[src/rtl/mem_port_arbiter_pkg.sv]
// Shared types and helpers for the memory port arbiter and its timeout counter.
package mem_arb_pkg;

  typedef enum logic [1:0] {
    IDLE   = 2'd0,
    BUSY_I = 2'd1,
    BUSY_D = 2'd2,
    RESP   = 2'd3
  } arb_state_e;

  typedef enum logic {
    OWN_I = 1'b0,
    OWN_D = 1'b1
  } arb_owner_e;

  localparam logic WE_WRITE = 1'b1;
  localparam logic WE_READ  = 1'b0;

  // Bits needed to hold values 0..value-1; never less than one bit.
  function automatic int clog2(input int value);
    int width;
    width = 1;
    while ((1 << width) < value) width++;
    return width;
  endfunction

endpackage

[src/rtl/mem_port_arbiter_if.sv]
// Bundle of the fetch port, data port and unified memory port.
// slave  : the arbiter's view (serves the core, drives the memory).
// master : the surrounding core + memory view.
interface mem_port_arbiter_if #(
  parameter int ADDR_W = 8,
  parameter int DATA_W = 32
);

  logic              i_request;
  logic              i_we_re;
  logic [3:0]        i_mask;
  logic [ADDR_W-1:0] i_address;
  logic [DATA_W-1:0] i_data_in;
  logic              i_valid;
  logic [DATA_W-1:0] i_data_out;

  logic              d_request;
  logic              d_we_re;
  logic [3:0]        d_mask;
  logic              d_load;
  logic [ADDR_W-1:0] d_address;
  logic [DATA_W-1:0] d_data_in;
  logic              d_valid;
  logic [DATA_W-1:0] d_data_out;

  logic              mem_request;
  logic              mem_we_re;
  logic [3:0]        mem_mask;
  logic              mem_load;
  logic [ADDR_W-1:0] mem_address;
  logic [DATA_W-1:0] mem_data_in;
  logic              mem_valid;
  logic [DATA_W-1:0] mem_data_out;
  logic              err;

  modport slave (
    input  i_request, i_we_re, i_mask, i_address, i_data_in,
    output i_valid, i_data_out,
    input  d_request, d_we_re, d_mask, d_load, d_address, d_data_in,
    output d_valid, d_data_out,
    output mem_request, mem_we_re, mem_mask, mem_load, mem_address, mem_data_in,
    input  mem_valid, mem_data_out,
    output err
  );

  modport master (
    output i_request, i_we_re, i_mask, i_address, i_data_in,
    input  i_valid, i_data_out,
    output d_request, d_we_re, d_mask, d_load, d_address, d_data_in,
    input  d_valid, d_data_out,
    input  mem_request, mem_we_re, mem_mask, mem_load, mem_address, mem_data_in,
    output mem_valid, mem_data_out,
    input  err
  );

endinterface

[src/rtl/mem_port_arbiter_timeout.sv]
// Loadable down-counter with a terminal-count expire flag. Load with N-1 to
// expire on the Nth enabled cycle after the load.
module mem_arb_timeout #(
  parameter int CNT_W = 6
) (
  input  logic             clk,
  input  logic             rst,
  input  logic             load_i,
  input  logic             en_i,
  input  logic [CNT_W-1:0] load_val_i,
  output logic             expire_o
);

  logic [CNT_W-1:0] cnt_q;

  // Reload on request, otherwise count down while enabled and park at zero.
  always_ff @(posedge clk or negedge rst) begin
    if (!rst) begin
      cnt_q <= '0;
    end else if (load_i) begin
      cnt_q <= load_val_i;
    end else if (en_i && (cnt_q != '0)) begin
      cnt_q <= cnt_q - 1'b1;
    end
  end

  assign expire_o = en_i && (cnt_q == '0);

endmodule

[src/rtl/mem_port_arbiter.sv]
// Shares one single-ported memory between the fetch and data ports.
// Data has priority, bounded by a streak limit so a pending fetch is served.
//
//   state  | meaning
//   -------+-------------------------------------------------------------
//   IDLE   | arbitrate; capture the winner's command into mem_* registers
//   BUSY_I | fetch command on the memory port, waiting for mem_valid/timeout
//   BUSY_D | data command on the memory port, waiting for mem_valid/timeout
//   RESP   | one-cycle valid (and err on timeout) back to the owner
module mem_port_arbiter
  import mem_arb_pkg::*;
#(
  parameter int ADDR_W       = 8,
  parameter int DATA_W       = 32,
  parameter int MAX_D_STREAK = 4,
  parameter int TIMEOUT      = 64
) (
  input  logic              clk,
  input  logic              rst,
  mem_port_arbiter_if.slave bus
);

  localparam int                 TMR_W    = clog2(TIMEOUT);
  localparam int                 STRK_W   = clog2(MAX_D_STREAK + 1);
  localparam logic [TMR_W-1:0]   TMR_LOAD = TMR_W'(TIMEOUT - 1);
  localparam logic [STRK_W-1:0]  STRK_MAX = STRK_W'(MAX_D_STREAK);

  arb_state_e        state_q;
  arb_owner_e        owner_q;
  logic [STRK_W-1:0] streak_q;

  logic              mem_request_q;
  logic              mem_we_re_q;
  logic [3:0]        mem_mask_q;
  logic              mem_load_q;
  logic [ADDR_W-1:0] mem_address_q;
  logic [DATA_W-1:0] mem_data_in_q;
  logic              i_valid_q;
  logic              d_valid_q;
  logic [DATA_W-1:0] i_data_out_q;
  logic [DATA_W-1:0] d_data_out_q;
  logic              err_q;

  logic grant_d;
  logic grant_i;
  logic busy;
  logic tmr_expire;

  // The streak check is what lets a waiting fetch through; streak_q can only
  // reach STRK_MAX, never pass it, because a D grant needs streak_q < STRK_MAX
  // whenever a fetch is pending.
  assign grant_d = (state_q == IDLE) && bus.d_request &&
                   (!bus.i_request || (streak_q < STRK_MAX));
  assign grant_i = (state_q == IDLE) && !grant_d && bus.i_request;
  assign busy    = (state_q == BUSY_I) || (state_q == BUSY_D);

  mem_arb_timeout #(
    .CNT_W (TMR_W)
  ) u_timeout (
    .clk        (clk),
    .rst        (rst),
    .load_i     (grant_d || grant_i),
    .en_i       (busy),
    .load_val_i (TMR_LOAD),
    .expire_o   (tmr_expire)
  );

  // Arbitration, command capture, completion and response sequencing.
  always_ff @(posedge clk or negedge rst) begin
    if (!rst) begin
      state_q       <= IDLE;
      owner_q       <= OWN_I;
      streak_q      <= '0;
      mem_request_q <= 1'b0;
      mem_we_re_q   <= 1'b0;
      mem_mask_q    <= '0;
      mem_load_q    <= 1'b0;
      mem_address_q <= '0;
      mem_data_in_q <= '0;
      i_valid_q     <= 1'b0;
      d_valid_q     <= 1'b0;
      i_data_out_q  <= '0;
      d_data_out_q  <= '0;
      err_q         <= 1'b0;
    end else begin
      case (state_q)
        IDLE: begin
          if (grant_d) begin
            state_q       <= BUSY_D;
            owner_q       <= OWN_D;
            mem_request_q <= 1'b1;
            mem_we_re_q   <= bus.d_we_re;
            mem_mask_q    <= bus.d_mask;
            mem_load_q    <= bus.d_load;
            mem_address_q <= bus.d_address;
            mem_data_in_q <= bus.d_data_in;
            streak_q      <= bus.i_request ? streak_q + 1'b1 : '0;
          end else if (grant_i) begin
            state_q       <= BUSY_I;
            owner_q       <= OWN_I;
            mem_request_q <= 1'b1;
            mem_we_re_q   <= bus.i_we_re;
            mem_mask_q    <= bus.i_mask;
            mem_load_q    <= 1'b0;
            mem_address_q <= bus.i_address;
            mem_data_in_q <= bus.i_data_in;
            streak_q      <= '0;
          end else if (!bus.i_request) begin
            streak_q <= '0;
          end
        end
        BUSY_I, BUSY_D: begin
          // A response arriving on the final timer cycle still counts.
          if (bus.mem_valid) begin
            mem_request_q <= 1'b0;
            state_q       <= RESP;
            err_q         <= 1'b0;
            if (owner_q == OWN_D) begin
              d_valid_q <= 1'b1;
              if (mem_we_re_q == WE_READ) d_data_out_q <= bus.mem_data_out;
            end else begin
              i_valid_q <= 1'b1;
              if (mem_we_re_q == WE_READ) i_data_out_q <= bus.mem_data_out;
            end
          end else if (tmr_expire) begin
            mem_request_q <= 1'b0;
            state_q       <= RESP;
            err_q         <= 1'b1;
            if (owner_q == OWN_D) begin
              d_valid_q    <= 1'b1;
              d_data_out_q <= '0;
            end else begin
              i_valid_q    <= 1'b1;
              i_data_out_q <= '0;
            end
          end
        end
        RESP: begin
          i_valid_q <= 1'b0;
          d_valid_q <= 1'b0;
          err_q     <= 1'b0;
          state_q   <= IDLE;
        end
        default: begin
          state_q <= IDLE;
        end
      endcase
    end
  end

  assign bus.mem_request = mem_request_q;
  assign bus.mem_we_re   = mem_we_re_q;
  assign bus.mem_mask    = mem_mask_q;
  assign bus.mem_load    = mem_load_q;
  assign bus.mem_address = mem_address_q;
  assign bus.mem_data_in = mem_data_in_q;
  assign bus.i_valid     = i_valid_q;
  assign bus.i_data_out  = i_data_out_q;
  assign bus.d_valid     = d_valid_q;
  assign bus.d_data_out  = d_data_out_q;
  assign bus.err         = err_q;

endmodule

[src/flat_wrapper.sv]
// flat-port wrapper written by rule: the top's interface ports become plain ports
module mem_port_arbiter_flat import mem_arb_pkg::*;
#(
  parameter int ADDR_W       = 8,
  parameter int DATA_W       = 32,
  parameter int MAX_D_STREAK = 4,
  parameter int TIMEOUT      = 64
)
  (clk, rst, bus_i_request, bus_i_we_re, bus_i_mask, bus_i_address, bus_i_data_in, bus_i_valid, bus_i_data_out, bus_d_request, bus_d_we_re, bus_d_mask, bus_d_load, bus_d_address, bus_d_data_in, bus_d_valid, bus_d_data_out, bus_mem_request, bus_mem_we_re, bus_mem_mask, bus_mem_load, bus_mem_address, bus_mem_data_in, bus_mem_valid, bus_mem_data_out, bus_err);
  mem_port_arbiter_if #(.ADDR_W(ADDR_W), .DATA_W(DATA_W)) bus_i ();
  input  logic clk;
  input  logic rst;
  input wire logic [$bits(bus_i.i_request)-1:0] bus_i_request;
  input wire logic [$bits(bus_i.i_we_re)-1:0] bus_i_we_re;
  input wire logic [$bits(bus_i.i_mask)-1:0] bus_i_mask;
  input wire logic [$bits(bus_i.i_address)-1:0] bus_i_address;
  input wire logic [$bits(bus_i.i_data_in)-1:0] bus_i_data_in;
  output wire logic [$bits(bus_i.i_valid)-1:0] bus_i_valid;
  output wire logic [$bits(bus_i.i_data_out)-1:0] bus_i_data_out;
  input wire logic [$bits(bus_i.d_request)-1:0] bus_d_request;
  input wire logic [$bits(bus_i.d_we_re)-1:0] bus_d_we_re;
  input wire logic [$bits(bus_i.d_mask)-1:0] bus_d_mask;
  input wire logic [$bits(bus_i.d_load)-1:0] bus_d_load;
  input wire logic [$bits(bus_i.d_address)-1:0] bus_d_address;
  input wire logic [$bits(bus_i.d_data_in)-1:0] bus_d_data_in;
  output wire logic [$bits(bus_i.d_valid)-1:0] bus_d_valid;
  output wire logic [$bits(bus_i.d_data_out)-1:0] bus_d_data_out;
  output wire logic [$bits(bus_i.mem_request)-1:0] bus_mem_request;
  output wire logic [$bits(bus_i.mem_we_re)-1:0] bus_mem_we_re;
  output wire logic [$bits(bus_i.mem_mask)-1:0] bus_mem_mask;
  output wire logic [$bits(bus_i.mem_load)-1:0] bus_mem_load;
  output wire logic [$bits(bus_i.mem_address)-1:0] bus_mem_address;
  output wire logic [$bits(bus_i.mem_data_in)-1:0] bus_mem_data_in;
  input wire logic [$bits(bus_i.mem_valid)-1:0] bus_mem_valid;
  input wire logic [$bits(bus_i.mem_data_out)-1:0] bus_mem_data_out;
  output wire logic [$bits(bus_i.err)-1:0] bus_err;
  assign bus_i.i_request = bus_i_request;
  assign bus_i.i_we_re = bus_i_we_re;
  assign bus_i.i_mask = bus_i_mask;
  assign bus_i.i_address = bus_i_address;
  assign bus_i.i_data_in = bus_i_data_in;
  assign bus_i_valid = bus_i.i_valid;
  assign bus_i_data_out = bus_i.i_data_out;
  assign bus_i.d_request = bus_d_request;
  assign bus_i.d_we_re = bus_d_we_re;
  assign bus_i.d_mask = bus_d_mask;
  assign bus_i.d_load = bus_d_load;
  assign bus_i.d_address = bus_d_address;
  assign bus_i.d_data_in = bus_d_data_in;
  assign bus_d_valid = bus_i.d_valid;
  assign bus_d_data_out = bus_i.d_data_out;
  assign bus_mem_request = bus_i.mem_request;
  assign bus_mem_we_re = bus_i.mem_we_re;
  assign bus_mem_mask = bus_i.mem_mask;
  assign bus_mem_load = bus_i.mem_load;
  assign bus_mem_address = bus_i.mem_address;
  assign bus_mem_data_in = bus_i.mem_data_in;
  assign bus_i.mem_valid = bus_mem_valid;
  assign bus_i.mem_data_out = bus_mem_data_out;
  assign bus_err = bus_i.err;
  mem_port_arbiter #(.ADDR_W(ADDR_W), .DATA_W(DATA_W), .MAX_D_STREAK(MAX_D_STREAK), .TIMEOUT(TIMEOUT)) u_core (.clk(clk), .rst(rst), .bus(bus_i));
endmodule
[config.mk]
export PLATFORM = sky130hd
export DESIGN_NAME = mem_port_arbiter_flat
export DESIGN_NICKNAME = d
export VERILOG_FILES = /design/src/rtl/mem_port_arbiter_pkg.sv /design/src/rtl/mem_port_arbiter_if.sv /design/src/rtl/mem_port_arbiter_timeout.sv /design/src/rtl/mem_port_arbiter.sv /design/src/flat_wrapper.sv
export SDC_FILE = /design/constraint.sdc
export NUM_CORES = 1
export LEC_CHECK = 0
export ABC_AREA = 1
export ABC_CLOCK_PERIOD_IN_PS = 3500
export CELL_PAD_IN_SITES_DETAIL_PLACEMENT = 2
export CELL_PAD_IN_SITES_GLOBAL_PLACEMENT = 2
export CORE_ASPECT_RATIO = 0.6
export CORE_MARGIN = 4
export CORE_UTILIZATION = 38
export DETAILED_ROUTE_END_ITERATION = 16
export DONT_BUFFER_PORTS = 1
export GPL_TIMING_DRIVEN = 0
export HOLD_SLACK_MARGIN = 0.15
export PLACE_DENSITY = 0.89
export SYNTH_ARGS = -nofsm -noshare
export SYNTH_HDL_FRONTEND = slang
export SYNTH_HIERARCHICAL = 1
export SYNTH_SLANG_ARGS = --single-unit
[constraint.sdc]
create_clock -name clk -period 3.5 [get_ports clk]
set_input_delay 1.05 -clock clk [delete_from_list [all_inputs] [get_ports clk]]
set_output_delay 1.05 -clock clk [all_outputs]
set_load 0.01 [all_outputs]
==> impl_results.md, run 1 <==
* Final setup vio count at 0
* Synth area leaders: dfrtp_1, nand2_1, nand3b_1
* IO buf count at 0
* Final non-filler cell area at 7080 um^2
* Syn. warnings at 6
* CP Cell Sequence: inv_1, ha_1, inv_1, nor2_1, nor2_4, nor2_2, nand2_4, buf_6, nand2_1, o21ai_2
* Crit path top cell by count: inv_1
* Rows at 35
* Sequential area share after synthesis at 50.7%
* Overflow after GRT at 0
* Dpl cell area at 6490 um^2
* Syn-to-layout area delta at 13.8%
* Cell family with most CP delay: simple AND/OR/NAND/NOR gates
* Initial core utilization at 39.6%
* GR Util All Layers at 23.2%
* RSZ-0062 raised after global routing: no
* WP buf/inv at 3
* Synthesized flop and latch total at 126
* Synth Area in Compound Gates at 8.47%
* Area of the mapped netlist at 6220 um^2
* I/O Pins at 242
* Die H at 107 um
* Setup slack, reg-to-reg at 1.44 ns
* GPL Wtd Cong at 0.844
* Static leakage at 3.64 nW
* Total CTS buffers at 17
* TritonCTS clock tree: yes
* H-tree Lvls at 4
* First-pass GRT wire length at 34.0 mm
* P per Cell Area at 1060 nW/um^2
* Reported max-cap violation count at 0
* Synth top area share at 50.7%
* Final Util at 45.1%
* Fin. max-slew vios at 0
* Layout cells sized above 1 at 16.3%
* Synth Area in XOR/XNOR at 0.141%
* Post-synthesis mux area share at 0%
* Critical path class: reg2reg
* Clock-pin slew on the worst setup and hold paths at 0.06 ns
* Max-slew headroom at 64.6%
* Die Width at 173 um
* Syn Area/Cell at 8.49 um^2
* Largest net degree at the start of global routing at 127
* Post-route DRC at 0
* Post-synthesis simple-gate area fraction at 30.0%
* Worst Setup End Kind: flip-flop
* Final period utilization at 58.9%
* Fin Setup TNS at 0 ns
* Final hold violation count at 0
* Post-CTS setup buffer count at 0
* Slowest cell on the critical path: ha_1
* Adder-cell share of the synthesized area at 1.21%
* Fill cells at 1,754
* Status: finished clean
* Worst-margin pin slew at 0.531 ns
* Skew-Pair Late Insertion Delay at 0.41 ns
* Launching point of the worst reg2reg path: u_core/state_q[1]$_DFFE_PN0P_
* Sink Count at 126
* Antenna viol nets, final at 0
* Layout Skew at 0.0155 ns
* R2R Path End: u_core/bus.d_data_out[28]$_DFFE_PN0P_
* Vias in the first global route at 5,839
* Root Driver: clkbuf_16
* Drt pass-1 iters at 4
* HPWL after detailed placement at 16.5 mm
* Largest family of logic cells by synthesized area: simple AND/OR/NAND/NOR gates
* IR Drop Worst-Case VDD at 0.382 mV
* Die area at 18,500 um^2
* Hold-fix buffers at CTS at 0
* Total Routed Length at 21.6 mm
* Clock buffer depth at 2
* WL/cell at 22.2 um
* Tmin final at 2.06 ns
* Hold Crit Class: in2async
* Crit-path max cell delay at 0.44 ns
* Nets@finish at 890
* Fmax at 485 MHz
* Final non-filler cell total at 973
* CP startpoint kind: flip-flop
* WP data arrival at 2.35 ns
* Worst EP required at 3.79 ns
* Hold slack at 0.334 ns
* Synth unique cells at 32
* Via density at 5.29
* Cells after Synth at 732
* Routed via count at 5,148
* R2R depth at 10
* Crit Path Max Fanout at 10
* Core Footprint at 15,700 um^2
* Cell taking the most area after synthesis: dfrtp_1
* Inst Count DP at 940
* CTS-repair resized insts at 0
* Initial DRC count at 339
* Initial antenna violation count at 2
stage by stage:
stage	power, W	setup slack, ns
2_1_floorplan	0.00481	1.51
3_3_place_gp	0.00546	1.31
3_5_place_dp	0.00576	1.21
4_1_cts	0.00761	1.43
5_1_grt	0.00807	1.24
6_report	0.00751	1.44
cells in the mapped netlist:
master / number
o22ai_1: 2
o21ai_0: 9
nor2_1: 4
nand3_1: 57
nand2_1: 281
o21ai_1: 32
clkbuf_8: 1
o21bai_1: 2
a21oi_2: 1
nand2_2: 11
a21oi_1: 1
buf_4: 8
buf_1: 1
nor2_4: 1
inv_2: 2
or2_2: 1
conb_1: 1
xnor2_1: 1
nor2_2: 4
buf_6: 14
nand3b_1: 45
buf_8: 1
buf_2: 12
nand2_4: 4
o21ai_2: 32
clkbuf_1: 5
inv_4: 1
nand3_2: 1
nand4_1: 1
ha_1: 6
inv_1: 64
dfrtp_1: 126
layer usage:
| layer | GRT usage (%) | part of all wire [%] | vias to the layer above |
|---|---|---|---|
| met1 | 28.4 | 42 | 2608 |
| met4 | 3.47 | 0.62 | 2 |
| met3 | 9.41 | 8.7 | 13 |
| met2 | 39.8 | 49 | 174 |
| met5 | 0 | 0.060 | - |
| li1 | - | - | 2351 |
worst max-delay path by stage:
stage	start	end	slack (ns)	depth (start not counted)
after floorplan	bus_d_request	u_core/u_timeout/cnt_q[3]$_DFFE_PN0P_	1.51	8
after global placement	bus_d_request	u_core/bus.mem_data_in[11]$_DFFE_PN0P_	1.31	7
after detailed placement	bus_d_request	u_core/u_timeout/cnt_q[5]$_DFFE_PN0P_	1.21	9
after CTS	u_core/state_q[1]$_DFFE_PN0P_	u_core/bus.i_data_out[4]$_DFFE_PN0P_	1.43	9
after global routing	u_core/state_q[1]$_DFFE_PN0P_	u_core/bus.d_data_out[28]$_DFFE_PN0P_	1.24	10
final	u_core/state_q[1]$_DFFE_PN0P_	u_core/bus.d_data_out[28]$_DFFE_PN0P_	1.44	10
flip-flops by register name, summed over array words and instances, names as in the netlist:
| name | count |
|---|---|
| u_core/bus.mem_request | 1 |
| u_core/bus.err | 1 |
| u_core/owner_q | 1 |
| u_core/bus.i_data_out | 32 |
| u_core/state_q | 2 |
| u_core/u_timeout/cnt_q | 6 |
| u_core/bus.d_valid | 1 |
| u_core/bus.mem_data_in | 32 |
| u_core/bus.mem_we_re | 1 |
| u_core/bus.mem_load | 1 |
| u_core/streak_q | 3 |
| u_core/bus.d_data_out | 32 |
| u_core/bus.i_valid | 1 |
| u_core/bus.mem_address | 8 |
| u_core/bus.mem_mask | 4 |
layout make-up:
cell class                 instances  area [um^2]  share of cell area (%)
antenna                            1         2.50                  0.0354
buffer                            42          329                    4.65
clock buffer                      18          429                    6.06
clock inverter                    14          156                    2.21
inverter                          67          254                    3.59
multi-input combinational        502         2500                    35.3
sequential                       126         3150                    44.6
tap                              203          254                    3.59
cell usage in the layout, fill, tap and decap left out, types with 3 or more instances in the layout:
| cell type | count |
|---|---|
| o21ai_0 | 9 |
| buf_2 | 12 |
| nand2_2 | 11 |
| buf_6 | 14 |
| clkinvlp_4 | 3 |
| nor2_1 | 4 |
| dfrtp_1 | 126 |
| conb_1 | 6 |
| ha_1 | 6 |
| buf_4 | 8 |
| inv_1 | 64 |
| o21ai_1 | 32 |
| inv_6 | 6 |
| nor2_2 | 4 |
| clkbuf_1 | 6 |
| clkbuf_16 | 17 |
| nand2_4 | 4 |
| nand2_1 | 281 |
| nand3_1 | 57 |
| nand3b_1 | 45 |
| o21ai_2 | 32 |
report_power, final:
part / switching (W) / total, W / internal [W]
Clock: 0.000718 / 0.00178 / 0.00107
Combinational: 0.00167 / 0.00259 / 0.000923
Sequential: 0.000959 / 0.00314 / 0.00218
logic make-up (layout without fill, tap and decap cells):
kind of cell | count (synthesis) | count (layout)
XOR/XNOR | 1 | 1
AND/OR/NAND/NOR | 410 | 410
flip-flops | 126 | 126
other | 1 | 7
AO/OA/AOI/OAI | 79 | 79
adder cells (fa/ha/maj) | 6 | 6
buffers and inverters | 109 | 141
(Power assumes the default switching activity.)
==> run 2: changes to the inputs <==
--- a/config.mk
+++ b/config.mk
@@ -6,17 +6,17 @@
 export NUM_CORES = 1
 export LEC_CHECK = 0
 export ABC_AREA = 1
-export ABC_CLOCK_PERIOD_IN_PS = 3500
+export ABC_CLOCK_PERIOD_IN_PS = 2100
 export CELL_PAD_IN_SITES_DETAIL_PLACEMENT = 2
 export CELL_PAD_IN_SITES_GLOBAL_PLACEMENT = 2
 export CORE_ASPECT_RATIO = 0.6
 export CORE_MARGIN = 4
-export CORE_UTILIZATION = 38
+export CORE_UTILIZATION = 35
 export DETAILED_ROUTE_END_ITERATION = 16
 export DONT_BUFFER_PORTS = 1
 export GPL_TIMING_DRIVEN = 0
 export HOLD_SLACK_MARGIN = 0.15
-export PLACE_DENSITY = 0.89
+export PLACE_DENSITY = 0.83
 export SYNTH_ARGS = -nofsm -noshare
 export SYNTH_HDL_FRONTEND = slang
 export SYNTH_HIERARCHICAL = 1
==> constraint.sdc (replaced) <==
create_clock -name clk -period 2.1 [get_ports clk]
set_input_delay 0.63 -clock clk [delete_from_list [all_inputs] [get_ports clk]]
set_output_delay 0.63 -clock clk [all_outputs]
set_load 0.01 [all_outputs]
==> run 2 against run 1 <==
Compared with the run above: critical path depth rose by 2; clock power rose by 81%; the run now ends with negative hold slack left; cell count rose by 3.1%; die area rose by 8.0%; sequential share of layout area fell by 0.72 points; largest power group unchanged; worst setup slack got worse by 1.3 ns; register-to-register slack got worse by 1.3 ns; clock skew fell by 0.0025 ns; critical path type unchanged; first-iteration DRC count fell by 6.8%; fmax rose by 3.6%; sequential cell count did not move; power rose by 72%.
==> impl_results.md, run 2 (synthesis results as in run 1) <==
* Status: finished, violations left (was finished clean)
* Failing checks: negative hold slack
* Fmax at 503 MHz (was 485 MHz)
* GR Util All Layers at 22.8% (was 23.2%)
* Total CTS buffers at 17 (unchanged)
* Cell family with most CP delay: simple AND/OR/NAND/NOR gates (unchanged)
* CP Cell Sequence: inv_1, ha_1, inv_1, nor2_1, nand3_2, nor2_4, nor2_4, nor2_2, nand2_4, buf_4, nand2_1, o21ai_2 (was inv_1, ha_1, inv_1, nor2_1, nor2_4, nor2_2, nand2_4, buf_6, nand2_1, o21ai_2)
* Fin Setup TNS at 0 ns (unchanged)
* Layout cells sized above 1 at 16.8% (was 16.3%)
* Static leakage at 3.67 nW (was 3.64 nW)
* Total Routed Length at 22.8 mm (was 21.6 mm)
* Crit Path Max Fanout at 10 (unchanged)
* H-tree Lvls at 4 (unchanged)
* First-pass GRT wire length at 36.2 mm (was 34.0 mm)
* Reported max-cap violation count at 0 (unchanged)
* HPWL after detailed placement at 17.0 mm (was 16.5 mm)
* Tmin final at 1.99 ns (was 2.06 ns)
* Hold slack at -0.0890 ns (was 0.334 ns)
* Hold Crit Class: in2async (unchanged)
* WL/cell at 22.7 um (was 22.2 um)
* WP buf/inv at 3 (unchanged)
* Routed via count at 5,213 (was 5,148)
* Slowest cell on the critical path: dfrtp_2 (was ha_1)
* Final non-filler cell total at 1,003 (was 973)
* Die H at 111 um (was 107 um)
* Initial DRC count at 316 (was 339)
* CP startpoint kind: flip-flop (unchanged)
* Rows at 37 (was 35)
* Via density at 5.20 (was 5.29)
* RSZ-0062 raised after global routing: yes (was no)
* IO buf count at 0 (unchanged)
* Final setup vio count at 0 (unchanged)
* Sink Count at 126 (unchanged)
* Vias in the first global route at 6,203 (was 5,839)
* Clock-pin slew on the worst setup and hold paths at 0.06 ns (about the same)
* Post-CTS setup buffer count at 0 (unchanged)
* Worst Setup End Kind: flip-flop (unchanged)
* Syn-to-layout area delta at 15.8% (was 13.8%)
* Most frequent cells in the layout: nand2_1, dfrtp_1, inv_1 (unchanged)
* Crit-path max cell delay at 0.44 ns (about the same)
* Setup slack, reg-to-reg at 0.11 ns (was 1.44 ns)
* Overflow after GRT at 0 (unchanged)
* Die area at 20,000 um^2 (was 18,500 um^2)
* GPL Wtd Cong at 0.824 (was 0.844)
* TritonCTS clock tree: yes (unchanged)
* Initial core utilization at 36.0% (was 39.6%)
* I/O Pins at 242 (unchanged)
* Core Footprint at 17,300 um^2 (was 15,700 um^2)
* Critical path class: reg2reg (unchanged)
* Max-slew headroom at 62.3% (was 64.6%)
* Worst-margin pin slew at 0.565 ns (was 0.531 ns)
* Post-route DRC at 0 (unchanged)
* WP data arrival at 2.28 ns (was 2.35 ns)
* Nets@finish at 890 (unchanged)
* Antenna viol nets, final at 0 (unchanged)
* Post-Place Setup Slack at -0.0218 ns (was 1.21 ns)
* Final worst-path setup slack at 0.111 ns (was 1.44 ns)
* Final hold violation count at 126 (was 0)
* Layout Skew at 0.0130 ns (was 0.0155 ns)
* P per Cell Area at 1800 nW/um^2 (was 1060 nW/um^2)
* Root Driver: clkbuf_16 (unchanged)
* Skew-Pair Late Insertion Delay at 0.41 ns (about the same)
* Drt pass-1 iters at 4 (unchanged)
* Die Width at 180 um (was 173 um)
* Largest net degree at the start of global routing at 127 (unchanged)
* IR Drop Worst-Case VDD at 0.586 mV (was 0.382 mV)
* Initial antenna violation count at 1 (was 2)
* Clock buffer depth at 2 (unchanged)
* Most common cell after layout, fill and taps aside: nand2_1 (unchanged)
* Final period utilization at 94.7% (was 58.9%)
* Inst Count DP at 971 (was 940)
* Fin. max-slew vios at 0 (unchanged)
* Worst EP required at 2.39 ns (was 3.79 ns)
[run 2: cell count changes in the layout (fill, tap and decap cells not counted), sizes merged]
cell,change
buf,-2
bufinv,+2
clkbuf,+1
clkinv,+2
clkinvlp,-2
inv,-2
[run 2: final cells by class]
type                    count  area, um^2
fillers                  1922       10100
flip-flops and latches    126        3150
multi-input cells         502        2520
clock buffers              17         425
plain buffers              42         337
well taps                 234         293
inverters                  67         254
clock inverters            14         208
diodes                      1        2.50
[run 2: final timing paths]
| path | from | endpoint | cells past startpoint |
|---|---|---|---|
| max | u_core/u_timeout/cnt_q[0]$_DFFE_PN0P_ | u_core/bus.i_data_out[16]$_DFFE_PN0P_ | 12 |
| min | rst | u_core/bus.mem_data_in[6]$_DFFE_PN0P_ | 0 |
| max reg2reg | u_core/u_timeout/cnt_q[0]$_DFFE_PN0P_ | u_core/bus.i_data_out[16]$_DFFE_PN0P_ | 12 |
| min reg2reg | u_core/streak_q[1]$_DFFE_PN0P_ | u_core/streak_q[1]$_DFFE_PN0P_ | 2 |
| max in group asynchronous | rst | u_core/u_timeout/cnt_q[1]$_DFFE_PN0P_ | 0 |
| min in group clk | bus_i_request | u_core/streak_q[1]$_DFFE_PN0P_ | 2 |
[run 2: metrics by stage]
stage	util [%]	hold WS, ns	cell area (um^2)	power (W)
2_1_floorplan	-	0.334	6230	0.00801
3_3_place_gp	37.8	0.337	6530	0.00913
3_5_place_dp	37.8	0.339	6530	0.00965
4_1_cts	41.5	-0.108	7170	0.0130
5_1_grt	41.7	-0.115	7200	0.0139
6_report	41.7	-0.0890	7200	0.0129
[run 2: routing by layer]
metal | track usage, % | part of all wire [%]
met5 | 0 | 0
met4 | 4.68 | 0.91
met3 | 7.74 | 7.1
met2 | 38.7 | 49
met1 | 28.4 | 43
[run 2: worst register-to-register path, cell delays in order (launching register included)]
cell,delay [ns]
dfrtp_2,0.44
inv_1,0.10
ha_1,0.16
inv_1,0.04
nor2_1,0.11
nand3_2,0.16
nor2_4,0.15
nor2_4,0.05
nor2_2,0.12
nand2_4,0.12
buf_4,0.21
nand2_1,0.11
o21ai_2,0.08
[run 2: power breakdown]
part	total [W]	internal [W]	switching [W]
logic	0.00446	0.00159	0.00287
registers	0.00525	0.00364	0.00161
clock network	0.00322	0.00201	0.00121
[run 2: repair_timing]
item | in CTS | in global routing
pin swaps | 0 | 0
gates resized for setup | 2 | 8
endpoints found under the hold margin | 126 | 126
setup endpoints to repair | 46 | 36
